`src/rtl/serial_subtractor.sv`:
```
// Bit-serial two's-complement subtractor: diff = a - b computed LSB first as a + ~b + 1
// through a single full-adder cell with a registered carry, one bit per clock.
module serial_subtractor #(
  parameter int WIDTH = 64
) (
  input  logic             clk,
  input  logic             rst_n,
  input  logic             start,
  input  logic [WIDTH-1:0] a,
  input  logic [WIDTH-1:0] b,
  output logic             busy,
  output logic             done,
  output logic [WIDTH-1:0] diff,
  output logic             borrow,
  output logic             overflow
);

  localparam int CW = (WIDTH > 1) ? $clog2(WIDTH) : 1;

  typedef enum logic [1:0] {
    IDLE = 2'd0,
    RUN  = 2'd1,
    DONE = 2'd2
  } state_t;

  state_t           state_q, state_d;
  logic [WIDTH-1:0] sa_q, sa_d;
  logic [WIDTH-1:0] sb_q, sb_d;
  logic [WIDTH-1:0] res_q, res_d;
  logic [WIDTH-1:0] diff_q, diff_d;
  logic [CW-1:0]    cnt_q, cnt_d;
  logic             carry_q, carry_d;
  logic             sgn_a_q, sgn_a_d;
  logic             sgn_b_q, sgn_b_d;
  logic             borrow_q, borrow_d;
  logic             overflow_q, overflow_d;
  logic [1:0]       fa;

  // Returns {carry_out, sum} of a one-bit full adder.
  function automatic logic [1:0] full_add(input logic x, input logic y, input logic ci);
    full_add = {(x & y) | (x & ci) | (y & ci), x ^ y ^ ci};
  endfunction

  always_comb begin
    state_d    = state_q;
    sa_d       = sa_q;
    sb_d       = sb_q;
    res_d      = res_q;
    diff_d     = diff_q;
    cnt_d      = cnt_q;
    carry_d    = carry_q;
    sgn_a_d    = sgn_a_q;
    sgn_b_d    = sgn_b_q;
    borrow_d   = borrow_q;
    overflow_d = overflow_q;
    fa         = 2'b00;

    case (state_q)
      IDLE, DONE: begin
        state_d = IDLE;
        if (start) begin
          // Subtrahend is inverted here; the +1 comes from the initial carry.
          sa_d    = a;
          sb_d    = ~b;
          res_d   = '0;
          carry_d = 1'b1;
          cnt_d   = '0;
          sgn_a_d = a[WIDTH-1];
          sgn_b_d = b[WIDTH-1];
          state_d = RUN;
        end
      end

      RUN: begin
        fa      = full_add(sa_q[0], sb_q[0], carry_q);
        res_d   = (res_q >> 1) | {fa[0], {(WIDTH-1){1'b0}}};
        sa_d    = sa_q >> 1;
        sb_d    = sb_q >> 1;
        carry_d = fa[1];
        cnt_d   = cnt_q + CW'(1);
        if (cnt_q == CW'(WIDTH - 1)) begin
          diff_d     = res_d;
          borrow_d   = ~fa[1];
          overflow_d = (sgn_a_q ^ sgn_b_q) & (fa[0] ^ sgn_a_q);
          cnt_d      = '0;
          state_d    = DONE;
        end
      end

      default: state_d = IDLE;
    endcase
  end

  always_ff @(posedge clk or negedge rst_n) begin
    if (!rst_n) begin
      state_q    <= IDLE;
      sa_q       <= '0;
      sb_q       <= '0;
      res_q      <= '0;
      diff_q     <= '0;
      cnt_q      <= '0;
      carry_q    <= 1'b0;
      sgn_a_q    <= 1'b0;
      sgn_b_q    <= 1'b0;
      borrow_q   <= 1'b0;
      overflow_q <= 1'b0;
    end else begin
      state_q    <= state_d;
      sa_q       <= sa_d;
      sb_q       <= sb_d;
      res_q      <= res_d;
      diff_q     <= diff_d;
      cnt_q      <= cnt_d;
      carry_q    <= carry_d;
      sgn_a_q    <= sgn_a_d;
      sgn_b_q    <= sgn_b_d;
      borrow_q   <= borrow_d;
      overflow_q <= overflow_d;
    end
  end

  // Status outputs decode the state register only, so no input reaches them combinationally.
  assign busy     = (state_q == RUN);
  assign done     = (state_q == DONE);
  assign diff     = diff_q;
  assign borrow   = borrow_q;
  assign overflow = overflow_q;

endmodule

```
`config.mk`:
```
export PLATFORM = sky130hd
export DESIGN_NAME = serial_subtractor
export DESIGN_NICKNAME = d
export VERILOG_FILES = /design/src/rtl/serial_subtractor.sv
export SDC_FILE = /design/constraint.sdc
export NUM_CORES = 1
export LEC_CHECK = 0
export BUFFER_PORTS_ARGS = -buffer_cell sky130_fd_sc_hd__buf_4
export CAP_MARGIN = 20
export CORE_MARGIN = 3
export CORE_UTILIZATION = 50
export DETAILED_ROUTE_END_ITERATION = 10
export PLACE_DENSITY = 0.76
export SYNTH_ARGS = -nofsm -noshare
export SYNTH_HDL_FRONTEND = slang
export SYNTH_SLANG_ARGS = --single-unit
```
`constraint.sdc`:
```
create_clock -name clk -period 1.6 [get_ports clk]
set_clock_uncertainty 0.1 [all_clocks]
set_input_delay 0.32 -clock clk [delete_from_list [all_inputs] [get_ports clk]]
set_output_delay 0.32 -clock clk [all_outputs]
set_load 0.02 [all_outputs]
```
==> results.txt, run 1 <==
CTS tree = yes
Placement Setup Slack = -154 ps
Total GRT Usage = 23.7%
Clk pin slew, worst setup/hold paths = 60 ps
Placed cell areas = 13,300 um^2
Multiplexer share of the synthesized area = 6.90%
Initial DRT Pass Iterations = 5
Seq/Total Area, Yosys = 60.6%
Die width = 155 um
Most frequent cells in the layout = dfrtp_1, buf_4, nand2_1
FP Rows = 53
CP arrival = 2070 ps
Initial cell density of the core = 51.8%
Area of the mapped netlist = 11,100 um^2
CP max stage cell = dfrtp_1
Worst-Margin Slew = 357 ps
Clk sinks = 268
Most used cell, CP = buf_12
Die Area = 24,000 um^2
Tmin final = 1770 ps
Initial antenna violation count = 2
Crit-path cells = ha_4, nand2_4, nor3_4, buf_12, buf_12, mux2_2
Largest family of logic cells by synthesized area = simple AND/OR/NAND/NOR gates
Nets@finish = 1,521
Fill cell total of the finished layout = 1,304
Hold Startpoint = b[2]
Area growth syn-to-layout = 46.3%
Longest Clk Path Bufs = 3
PnR worst setup slack = -173 ps
Largest net degree at the start of global routing = 64
DRC errors left = 0
Worst skew pair latency = 520 ps
Gr ovfl total = 0
FF+latch area = 6710 um^2
Slew Viols, Final = 0
Max-Cap Viols = 0
Share of layout cells above drive strength 1 = 27.7%
Worst R2R Path Depth = 6
Failing checks = setup timing
Wire length per cell = 18.2 um
Via count = 9,427
Pleak = 7.57 nW
Final Setup Violations = 84
Commonest non-fill, non-tap cell in the layout = dfrtp_1
Avg Cell Area, Syn = 10.7 um^2
Hold Path Depth = 3
GP Congestion = 0.788
WS Path Type = reg -> reg
Synth Area in Adders = 0.294%
Critical path capture point type = flip-flop
Max FO, Critical Path = 14
#FFs+latches synth = 268
RSZ-0062 raised after global routing = true
Required @ worst endpoint = 1900 ps
Cell count after synthesis = 1,031
Hold worst-path end = sb_q[2]
Port Buffer Count = 198
TritonCTS buffer count = 27
H-tree lvl count = 1
RR Startpoint = cnt_q[1]
Hold WC Path Type = in -> reg
Status = finished, violations left
Final period utilization = 111%
Netlist cell types = 33
Crit start category = flip-flop
Ports = 199
Xor and xnor area share after synthesis = 0.0791%
TNS Setup = -9280 ps
FF-to-FF End = diff[18]
Detail Route Antenna Nets = 0
Pwr Density = 1380 nW/um^2
Iteration-0 DRC Markers = 672
R2R setup slack = -170 ps
Syn Nets = 1,164
DR vias/cell = 5.60
Fin. Hold Viols = 0
Multi-input gate area = 4190 um^2
Compound-Gate Fraction of Synth Area = 12.9%
Max Fclk = 564 MHz
Number of global-route vias before repair = 9,134
Slew headroom = 76.2%
Max VDD drop = 0.823 mV
Synthesized-area fraction occupied by and/or/nand/nor cells = 15.9%
Wirelength, routed = 30,700 um
Max incr delay on CP = 390 ps
Fin Hold WS = 2.49 ps
Final Cell Area = 16,200 um^2
First-pass GRT wire length = 47,100 um
Die height = 155 um
HPWL after DPL = 16,500 um
Ys Warns = 0
Root buffer cell = clkbuf_16
Core Footprint = 21,400 um^2
-- worst max-delay path: cells and delay by family (launching register included) --
family,cells,cell delay [ps]
buf+inv,2,360
simple gates,2,290
mux,1,340
flops,1,390
fa+ha+maj,1,170
-- power by group --
part	total, W	internal, W	switching, W
Clock	0.00632	0.00374	0.00258
Sequential	0.0103	0.00885	0.00143
Combinational	0.00574	0.00299	0.00274
-- registers in the layout, summed over array words and instances (netlist names), 2 cells and up --
signal and flops:
sa_q 64, cnt_q 6, sb_q 64, state_q 2, res_q 63, diff 64
-- worst max-delay path by stage --
stage,to,start,depth (start not counted)
final,diff[18],cnt_q[1],6
after global routing,diff[28],cnt_q[1],6
after CTS,busy,state_q[1],4
after detailed placement,diff[41],cnt_q[1],6
after global placement,diff[39],cnt_q[1],6
after floorplan,diff[35],cnt_q[1],6
-- stage by stage --
step / power [W] / std cells / utilization (%)
floorplan: 0.0132 / 1031 / -
global placement: 0.0148 / 1487 / 62.3
detailed placement: 0.0150 / 1487 / 62.3
CTS: 0.0218 / 1665 / 73.3
global route: 0.0236 / 1684 / 75.8
finish: 0.0223 / 1684 / 75.8
-- synthesized netlist by cell type, drive strengths merged --
| cell type | n | area (um^2) |
|---|---|---|
| a21oi | 3 | 15.0 |
| a22o | 65 | 569 |
| a31oi | 124 | 776 |
| and2b | 1 | 7.51 |
| and3b | 1 | 8.76 |
| buf | 42 | 223 |
| clkbuf | 38 | 143 |
| dfrtp | 268 | 6710 |
| fa | 1 | 20.0 |
| ha | 1 | 12.5 |
| inv | 2 | 7.51 |
| mux2 | 66 | 743 |
| mux2i | 2 | 20.0 |
| nand2 | 200 | 751 |
| nand2b | 49 | 307 |
| nand3 | 8 | 40.0 |
| nor2 | 127 | 477 |
| nor2b | 1 | 6.26 |
| nor3 | 2 | 21.3 |
| nor3b | 2 | 15.0 |
| o211ai | 2 | 15.0 |
| o21ai | 5 | 25.0 |
| o22ai | 1 | 6.26 |
| o2bb2ai | 2 | 17.5 |
| or2b | 15 | 113 |
| or3 | 1 | 6.26 |
| or4 | 1 | 7.51 |
| xnor2 | 1 | 8.76 |
-- area by class of cell --
class,instances,area share (%)
Sequential cell,268,41.4
Multi-Input combinational cell,681,25.9
Timing Repair Buffer,408,24.9
Clock buffer,38,4.86
Tap cell,275,2.13
Clock inverter,10,0.665
Inverter,2,0.0927
Antenna cell,2,0.0309
-- per-layer routing --
metal	part of all wire, %	global-route usage [%]	vias up
li1	-	-	4284
met1	42	33.4	4638
met2	49	39.5	441
met3	6.8	3.67	64
met4	2.6	5.05	0
met5	0	0	-
-- cells by family after synthesis --
family / after synthesis
multiplexers: 68
buffers and inverters: 82
XOR/XNOR: 1
flip-flops: 268
adder cells (fa/ha/maj): 2
AO/OA/AOI/OAI: 202
AND/OR/NAND/NOR: 408
-- what timing repair did --
item / 4_1_cts / 5_1_grt
gates resized for setup: 32 / 52
setup buffers: 6 / 6
hold buffers: 121 / 0
endpoints found under the setup margin: 89 / 257
gates cloned: 3 / 12
pin swaps: 1 / 54
hold endpoints to repair: 390 / 0
(Power assumes the default switching activity.)
==> inputs of run 2 (changes only) <==
ABC_AREA = 1   (was unset)
==> run 2 against run 1 <==
Compared with the run above:
- the run still ends with setup timing left
- wire length rose by 0.26%
- via count rose by 0.91%
- sequential power barely moved
- first-iteration DRC count fell by 0.15%
- flip-flop and latch count did not move
- register-to-register slack improved by 60 ps
- die area fell by 2.0%
- critical endpoint is now sa_q[12]
- largest cell class unchanged
- largest power group unchanged
==> results.txt, run 2 <==
Syn Nets = 1,246 (+7.0%)
Crit start category = flip-flop
Die height = 153 um (-1.0%)
Xor and xnor area share after synthesis = 0.0808% (+0.0017 points)
Clk sinks = 268 (unchanged)
Number of global-route vias before repair = 9,379 (+2.7%)
Worst skew pair latency = 540 ps (+20 ps)
Gr ovfl total = 0 (unchanged)
Most common cell in the netlist = dfrtp_1
Initial cell density of the core = 51.2% (-0.60 points)
Largest family of logic cells by synthesized area = simple AND/OR/NAND/NOR gates
DR vias/cell = 5.52 (-1.4%)
Max VDD drop = 1.02 mV (+24%)
TritonCTS buffer count = 28 (+3.7%)
Fin. Hold Viols = 0 (unchanged)
Status = finished, violations left
Die width = 153 um (-1.0%)
Max-Cap Viols = 0 (unchanged)
Commonest non-fill, non-tap cell in the layout = dfrtp_1
Root buffer cell = clkbuf_16
DRC errors left = 0 (unchanged)
Synthesized-area fraction occupied by and/or/nand/nor cells = 15.6% (-0.27 points)
Pleak = 6.71 nW (-11%)
FP Rows = 53 (unchanged)
Post-synth EDFFs = 0 (unchanged)
Fill cell total of the finished layout = 1,354 (+3.8%)
Nets@finish = 1,562 (+2.7%)
Required @ worst endpoint = 1900 ps (about the same)
Slew headroom = 78.7% (+2.5 points)
Critical path capture point type = flip-flop
Via count = 9,513 (+0.91%)
Hold WC Path Type = in -> reg
WS Path Type = reg -> reg
Top cells by area, synth = dfrtp_1, o22ai_1, nor2_1
Die Area = 23,500 um^2 (-2.0%)
CP arrival = 2010 ps (-60 ps)
Failing checks = setup timing
Slew Viols, Final = 0 (unchanged)
Share of layout cells above drive strength 1 = 22.7% (-5.1 points)
Most frequent cells in the layout = dfrtp_1, buf_4, nor2_1
Iteration-0 DRC Markers = 671 (-0.15%)
Netlist cell types = 25 (-24%)
Core Footprint = 21,200 um^2 (-0.93%)
Initial antenna violation count = 1 (-1)
Max Fclk = 584 MHz (+3.6%)
Largest net degree at the start of global routing = 73 (+14%)
Synth Area in Adders = 0.300% (+0.0062 points)
Synth top area share = 61.9% (+1.3 points)
Compound-Gate Fraction of Synth Area = 15.0% (+2.1 points)
Pwr Density = 1700 nW/um^2 (+24%)
Final period utilization = 107% (-3.9 points)
Port Buffer Count = 198 (unchanged)
H-tree lvl count = 1 (unchanged)
Multiplexer share of the synthesized area = 0% (-6.9 points)
Cell count after synthesis = 1,113 (+8.0%)
Ports = 199 (unchanged)
RSZ-0062 raised after global routing = true
TNS Setup = -913 ps (+8370 ps)
Synth area leader = dfrtp_1
Placement Setup Slack = -23.3 ps (+131 ps)
Post-synth top flop = dfrtp_1
Ys Warns = 0 (unchanged)
Async SR Flop Fraction = 100% (unchanged)
Fin util = 72.5% (-3.4 points)
Most frequent cells after synthesis = dfrtp_1, nor2_1, o22ai_1
Detail Route Antenna Nets = 0 (unchanged)
Area of the mapped netlist = 10,800 um^2 (-2.1%)
Tmin final = 1710 ps (-61.8 ps)
Max FO, Critical Path = 32 (+18)
Total GRT Usage = 23.9% (+0.15 points)
Worst-Margin Slew = 320 ps (-37.8 ps)
Wire length per cell = 17.8 um (-2.1%)
CTS tree = yes
Seq/Total Area, Yosys = 61.9% (+1.3 points)
Initial DRT Pass Iterations = 6 (+1)
Wirelength, routed = 30,800 um (+0.26%)
#FFs+latches synth = 268 (unchanged)
Avg Cell Area, Syn = 9.74 um^2 (-9.3%)
HPWL after DPL = 16,000 um (-3.1%)
Longest Clk Path Bufs = 3 (unchanged)
Final Setup Violations = 40 (-52%)
First-pass GRT wire length = 46,900 um (-0.34%)
GP Congestion = 0.784 (-0.53%)
Area growth syn-to-layout = 41.5%
Clk pin slew, worst setup/hold paths = 60 ps (about the same)
PnR worst setup slack = -111 ps (+61.8 ps)
## run 2: stage by stage
stage / hold slack (ps) / instance area (um^2) / std cells / power (W)
2_1_floorplan: -75.6 / 10800 / 1113 / 0.0159
3_3_place_gp: 96.6 / 12600 / 1532 / 0.0178
3_5_place_dp: 95.5 / 12600 / 1532 / 0.0181
4_1_cts: 1.23 / 14900 / 1710 / 0.0250
5_1_grt: 17.0 / 15300 / 1724 / 0.0276
6_report: 15.7 / 15300 / 1724 / 0.0261
## run 2: layout make-up
class / count / area [um^2] / area share [%]
diodes: 1 / 2.50 / 0.0163
clock buffers: 41 / 851 / 5.55
clock inverters: 8 / 65.1 / 0.424
inverters: 73 / 287 / 1.87
multi-input cells: 688 / 3500 / 22.8
flip-flops and latches: 268 / 6710 / 43.8
well taps: 275 / 344 / 2.24
repair buffers: 370 / 3580 / 23.3
## run 2: final timing paths
path                            startpoint  endpoint  slack, ps  cells past startpoint
min in group asynchronous            rst_n  diff[48]        140                      2
worst max register to register  state_q[0]  sa_q[12]       -110                      6
worst min register to register    overflow  overflow        380                      2
worst max-delay path            state_q[0]  sa_q[12]       -110                      6
worst min-delay path                  a[0]   sa_q[0]         20                      3
max in group asynchronous            rst_n  sa_q[34]        670                      3
## run 2: critical path: stages, from the launching register on
cell and delay (ps):
dfrtp_2 450, nand2_8 110, buf_4 220, nand2_8 160
buf_16 210, o22ai_1 190, nor2_1 120
## run 2: per-layer routing
layer	vias up	track usage (%)	wire (um)
met4	0	7.89	937
met2	404	38.9	15200
met1	4614	32.4	12400
met3	82	4.90	2160
li1	4413	-	-
met5	-	0	0
## run 2: repair_timing
action                                  4_1_cts  5_1_grt
gates cloned                                  0        9
hold buffers                                127        0
hold endpoints to repair                    396        0
buffers inserted                              2        4
pin swaps                                     2        3
gates resized for setup                      10       38
endpoints found under the setup margin       34      191
## run 2: kinds of logic after synthesis
| kind of cell | after synthesis |
|---|---|
| fa+ha+maj | 2 |
| xor+xnor | 1 |
| compound gates | 263 |
| flops | 268 |
| simple gates | 422 |
| buf+inv | 157 |
## run 2: power breakdown
part           leakage [nW]  switching [W]  internal [W]  total (W)
clock network         0.461        0.00260       0.00381    0.00642
logic                  3.33        0.00530       0.00403    0.00934
registers              2.92        0.00124       0.00913     0.0104
total                  6.71        0.00915        0.0170     0.0261
